<file path="config.mk">
export PLATFORM = sky130hd
export DESIGN_NAME = dmem_arbiter
export DESIGN_NICKNAME = d
export VERILOG_FILES = /design/src/rtl/dmem_arbiter.sv
export SDC_FILE = /design/constraint.sdc
export NUM_CORES = 1
export LEC_CHECK = 0
export CAP_MARGIN = 20
export CORE_AREA = 2 2 117 119
export DETAILED_ROUTE_END_ITERATION = 10
export DIE_AREA = 0 0 119 121
export DONT_BUFFER_PORTS = 1
export GPL_ROUTABILITY_DRIVEN = 1
export HOLD_SLACK_MARGIN = 0.05
export PLACE_DENSITY = 0.66
export SLEW_MARGIN = 20
export SYNTH_ARGS = -nofsm -noshare
export SYNTH_HDL_FRONTEND = slang
export SYNTH_SLANG_ARGS = --single-unit
</file>
<file path="constraint.sdc">
create_clock -name clk -period 4.83 [get_ports clk]
set_input_delay 1.449 -clock clk [delete_from_list [all_inputs] [get_ports clk]]
set_output_delay 1.449 -clock clk [all_outputs]
set_load 0.01 [all_outputs]
</file>
<file path="src/rtl/dmem_arbiter.sv">
// Two-port arbiter in front of the single DataMemory port: IDLE -> ACCESS -> DONE per access.
// Define DMEM_ARB_RR_EN for round-robin conflicts; default is fixed priority with anti-starvation.
module dmem_arbiter #(
  parameter int DATA_BIT_WIDTH = 32,
  parameter int STARVE_LIMIT   = 4
) (
  input  logic                      clk,
  input  logic                      reset,
  input  logic                      req0,
  input  logic                      wr0,
  input  logic [DATA_BIT_WIDTH-1:0] addr0,
  input  logic [DATA_BIT_WIDTH-1:0] wdata0,
  output logic                      ack0,
  output logic [DATA_BIT_WIDTH-1:0] rdata0,
  input  logic                      req1,
  input  logic                      wr1,
  input  logic [DATA_BIT_WIDTH-1:0] addr1,
  input  logic [DATA_BIT_WIDTH-1:0] wdata1,
  output logic                      ack1,
  output logic [DATA_BIT_WIDTH-1:0] rdata1,
  output logic                      mem_wr,
  output logic [DATA_BIT_WIDTH-1:0] mem_addr,
  output logic [DATA_BIT_WIDTH-1:0] mem_din,
  input  logic [DATA_BIT_WIDTH-1:0] mem_dout,
  output logic                      busy
);

  localparam int CNT_W = $clog2(STARVE_LIMIT + 1);

  typedef enum logic [1:0] {IDLE, ACCESS, DONE} state_t;

  state_t                    state, state_next;
  logic                      gnt_q;
  logic                      wr_q;
  logic [DATA_BIT_WIDTH-1:0] addr_q;
  logic [DATA_BIT_WIDTH-1:0] wdata_q;
  logic [CNT_W-1:0]          starve_cnt, starve_next;
  logic                      last_grant;
  logic                      grant_vld;
  logic                      grant_id;

  // Arbitration: evaluated every cycle, only acted on in IDLE
  always_comb begin
    grant_vld   = req0 | req1;
    grant_id    = 1'b0;
    starve_next = starve_cnt;
`ifdef DMEM_ARB_RR_EN
    starve_next = '0;
    if (req0 && req1)
      grant_id = ~last_grant;
    else
      grant_id = req1;
`else
    if (req0 && req1) begin
      if (starve_cnt == CNT_W'(STARVE_LIMIT)) begin
        grant_id    = 1'b1;
        starve_next = '0;
      end else begin
        starve_next = starve_cnt + 1'b1;
      end
    end else if (req1) begin
      grant_id    = 1'b1;
      starve_next = '0;
    end
`endif
  end

`ifdef DMEM_ARB_RR_EN
  logic unused_starve_cnt;
  assign unused_starve_cnt = ^starve_cnt;
`else
  // last_grant is tracked for observability but does not steer fixed priority
  logic unused_last_grant;
  assign unused_last_grant = last_grant;
`endif

  always_comb begin
    state_next = state;
    case (state)
      IDLE:    if (grant_vld) state_next = ACCESS;
      ACCESS:  state_next = DONE;
      DONE:    state_next = IDLE;
      default: state_next = IDLE;
    endcase
  end

  // Control state, acks and per-port read data
  always_ff @(posedge clk) begin
    if (reset) begin
      state      <= IDLE;
      gnt_q      <= 1'b0;
      wr_q       <= 1'b0;
      starve_cnt <= '0;
      last_grant <= 1'b1;
      ack0       <= 1'b0;
      ack1       <= 1'b0;
      rdata0     <= '0;
      rdata1     <= '0;
    end else begin
      state <= state_next;
      ack0  <= 1'b0;
      ack1  <= 1'b0;
      if (state == IDLE && grant_vld) begin
        gnt_q      <= grant_id;
        wr_q       <= grant_id ? wr1 : wr0;
        starve_cnt <= starve_next;
        last_grant <= grant_id;
      end
      if (state == ACCESS) begin
        if (gnt_q) ack1 <= 1'b1;
        else       ack0 <= 1'b1;
        if (!wr_q) begin
          if (gnt_q) rdata1 <= mem_dout;
          else       rdata0 <= mem_dout;
        end
      end
    end
  end

  // Latched request payload; holds between accesses so mem_addr/mem_din stay stable
  always_ff @(posedge clk) begin
    if (state == IDLE && grant_vld) begin
      addr_q  <= grant_id ? addr1  : addr0;
      wdata_q <= grant_id ? wdata1 : wdata0;
    end
  end

  assign mem_addr = addr_q;
  assign mem_din  = wdata_q;
  assign mem_wr   = (state == ACCESS) & wr_q & ~reset;
  assign busy     = (state != IDLE);

endmodule
</file>
## After elaboration in Yosys (flattened, before gate mapping)

Index checks and enable logic that the tools add are counted.
W data, S select, Z words.

- Register bits after elaboration: 137
- Logic and storage cells: 43
- Input bits: 166
- Output and inout port bits: 132

- Equal/unequal tests: 3
- $add $sub $neg: 1
- Multiplexer cells: 13
- Bitwise gates (word level): 7
- Reductions and logical operators: 9

Operators with widths:

| operator | number |
|---|---|
| $mux W32 | 2 |
| $mux W3 | 3 |
| $mux W1 | 6 |
| $reduce_and A3 Y1 | 2 |
| $not A1 Y1 | 4 |
| $pmux W2 S2 | 1 |
| $reduce_bool A2 Y1 | 2 |
| $add A3 B1 Y3 const B | 1 |
| $eq A3 B3 Y1 const B | 1 |
| $and A1 B1 Y1 | 2 |
| $eq A2 B1 Y1 const B | 1 |
| $logic_and A1 B1 Y1 | 2 |
| $logic_not A2 Y1 | 1 |
| $mux W2 | 1 |
| $ne A2 B2 Y1 const B | 1 |
| $reduce_and A2 Y1 | 1 |
| $reduce_or A2 Y1 | 1 |
| $or A1 B1 Y1 | 1 |

## Logic depth before layout (Yosys ltp)

- Depth after elaboration: 4
- Gate-level depth with buffers: 6
- Mapped depth without buffers: 5

## Worst setup path after synthesis

OpenSTA, ideal clock, no wires.

- Path kind: input port to output port
- From: input port reset
- To: output port mem_wr
- Path buffers: 1
- Arrival: 2.059 ns
- Data required time: 3.381 ns
- Stages: 3
- Slack: 1.322 ns
- Cell sequence: clkbuf_1 > nor3b_1 > and2_1

- Word-level cells in the longest chain between the ends: 2

Ends and longest elaborated chain:

| item | line | text |
|---|---|---|
| start: declaration | 8 | `input logic reset,` |
| $not A1 Y1 | 130 | `assign mem_wr = (state == ACCESS) & wr_q & ~reset;` |
| $and A1 B1 Y1 | 130 |  |
| end: declaration | 21 | `output logic mem_wr,` |

Every way passes these cells.

## Final worst setup path

Ends and elaborated chain as after synthesis.

==> results by group <==
Final layout
  • Core Util, Final: 46.18%
  • Commonest non-fill, non-tap cell in the layout: nand2_1
  • Area Overhead vs Synth: 12.56%
  • Ant diodes: 0
  • Nets: 627
  • Filler instances: 1164
  • Non-Filler Instances: 648
  • Most frequent cells in the layout: 131 x nand2_1, 73 x dfxtp_1, 68 x a21oi_1, 64 x mux2_2, 64 x edfxtp_1
  • Layout cells sized above 1: 22.67%

Detailed routing
  • TritonRoute pass-1 iters: 6
  • Final WL: 12760 um
  • Wire per inst: 19.69 um
  • Vias per cell: 5.318
  • 1st-iter DRT viols: 187
  • Routed Antenna Nets: 0
  • DRC violations left: 0
  • Via count: 3446

CTS
  • CTS tree: done
  • Maximum clock path buffer count: 2
  • Clock Latency Late Sink: 0.41 ns
  • Worst-path clk slew: 0.05 ns
  • TritonCTS buffer count: 17
  • Post-CTS Hold Fix Bufs: 0
  • Clock Tree Root: clkbuf_16
  • Clock sink count: 137
  • Post-CTS sizing: 0
  • H-tree Lvls: 4
  • # Post-CTS Setup Buffers: 0

Synth
  • Sequential area share after synthesis: 63.03%
  • Register bit total from synthesis: 137
  • Synth warn: 0
  • Syn Inst Count: 464
  • Post-Syn Area: 0.005368 mm2
  • Syn Area/Cell: 11.57 um2
  • Syn nets: 632
  • Synth unique cells: 28

Floorplan
  • Std-Cell Rows: 42
  • Die width: 119 um
  • Die Ht: 121 um
  • CORE AREA: 0.01309 mm2
  • Ports: 298
  • Die area: 0.01440 mm2
  • Initial core utilization: 41.02%

Setup path
  • Worst path cell trace: nor3b_1 -> and2_1
  • CP top delay family: simple AND/OR/NAND/NOR gates
  • Crit path kind: primary input to output port
  • Critical path startpoint category: primary input
  • CP required: 3.38 ns
  • Crit-path slowest cell: nor3b_1
  • CP max FO: 71
  • Critical path endpoint category: output port
  • WP buf/inv: 0
  • RR Startpoint: state[1]
  • Crit path from: reset
  • Crit path arrival time: 2.00 ns
  • Slowest stage delay, CP: 0.31 ns

Worst hold path
  • Hold Crit Start: starve_cnt[1]
  • Hold WC Path Type: flop to flop

Status
  • Status: complete, no violations

GRT
  • Overflow after GRT: 0
  • Vias in the first global route: 3446
  • Pin count of the biggest net entering global routing: 72
  • Aggregate global-route resource usage: 16.86%
  • First-pass GRT wire length: 18290 um
  • Initial antenna violation count: 0

Timing
  • Slew margin rel.: 49.03%
  • Tightest Pin Transition: 0.7646 ns
  • Setup slack after layout: 1.380 ns
  • Period minus WS final: 3.450 ns
  • Final Slew Violations: 0
  • Post-route clock period utilization: 71.42%
  • Final setup TNS: 0 ns
  • Max Freq: 0.2899 GHz
  • Worst Skew: 0.007172 ns
  • Setup-failing EPs final: 0
  • RSZ-0062 raised after global routing: false
  • Hold Vio Cnt, Final: 0

Flow run
  • Max Cap Viol: 0

Power and ir drop
  • Pwr Total: 2.811 mW
  • Maximum vdd drop: 0.2208 mV
  • Power per Cell Area: 465.3 mW/mm2
  • Leakage power: 2.042 nW

Placed design
  • GPL Wtd Cong: 0.7880
  • Port Buffers: 0
  • Hpwl dp: 9160 um
  • DP Cell Count: 616
  • Place WS: 1.374 ns
==> worst paths after layout <==
check	to	slack, ns	cells after the start
max	mem_wr	1.38	2
min	starve_cnt[1]	0.47	2
max reg2reg	mem_addr[20]	2.48	4
min reg2reg	starve_cnt[1]	0.47	2
==> kinds of logic after synthesis <==
family          share of synthesized area, %
fa+ha+maj                             0.4661
simple gates                           11.63
mux                                    13.43
buf+inv                                4.079
compound gates                         7.366
flops                                  63.03
==> stage by stage <==
step / hold WS (ns) / instance area (um2)
floorplan: 0.4486 / 5368
global placement: 0.4544 / 5460
detailed placement: 0.4615 / 5460
CTS: 0.4687 / 6042
global route: 0.4843 / 6042
finish: 0.4659 / 6042
==> synthesized netlist by cell type, drive strengths merged <==
library cell  count  area share [%]
a21bo             1            0.19
a21boi            1            0.14
a21oi            68             6.3
a221oi            1            0.16
a311oi            1            0.16
and2              2            0.23
buf              17             2.8
clkbuf           13            0.91
dfxtp            73              27
edfxtp           64              36
ha                2            0.47
inv               6            0.42
mux2             64              13
nand2           132             9.3
nand3             1           0.093
nand4             2            0.23
nand4bb           1            0.21
nor2              3            0.21
nor2b             1            0.12
nor3b             2            0.28
nor4b             1            0.28
nor4bb            1            0.19
o21ai             4            0.37
or3               1            0.12
or3b              1            0.21
or4b              1            0.19
==> layout make-up <==
type	count	area, um2	area share (%)
well taps	176	220.2	3.645
flip-flops and latches	137	3383	55.99
multi-input cells	291	1789	29.61
clock inverters	12	125.1	2.071
clock buffers	20	456.7	7.559
repair buffers	6	45.04	0.7455
inverters	6	22.52	0.3727
==> report_power, final <==
group / switching (mW) / total, mW / internal (mW) / leakage, nW
logic: 0.0889 / 0.156 / 0.0670 / 0.552
registers: 0.0850 / 1.40 / 1.32 / 1.22
clock network: 0.469 / 1.25 / 0.782 / 0.271
total: 0.643 / 2.81 / 2.17 / 2.04
==> flip-flops by register name, summed over array words and instances (netlist names) <==
signal,cells
rdata1,32
state,2
starve_cnt,3
rdata0,32
wr_q,1
mem_addr,32
mem_din,32
gnt_q,1
ack1,1
ack0,1
==> metal layers <==
| metal | global-route usage (%) | wire length (um) | up-vias | part of all wire [%] |
|---|---|---|---|---|
| met5 | 0 | 0 | - | 0 |
| met4 | 7.738 | 243 | 0 | 1.9 |
| met3 | 7.801 | 1219 | 20 | 9.6 |
| met2 | 30.06 | 6759 | 205 | 53 |
| met1 | 16.67 | 4539 | 1628 | 36 |
| li1 | - | - | 1593 | - |
No activity file was read; power rests on OpenSTA's default activity.
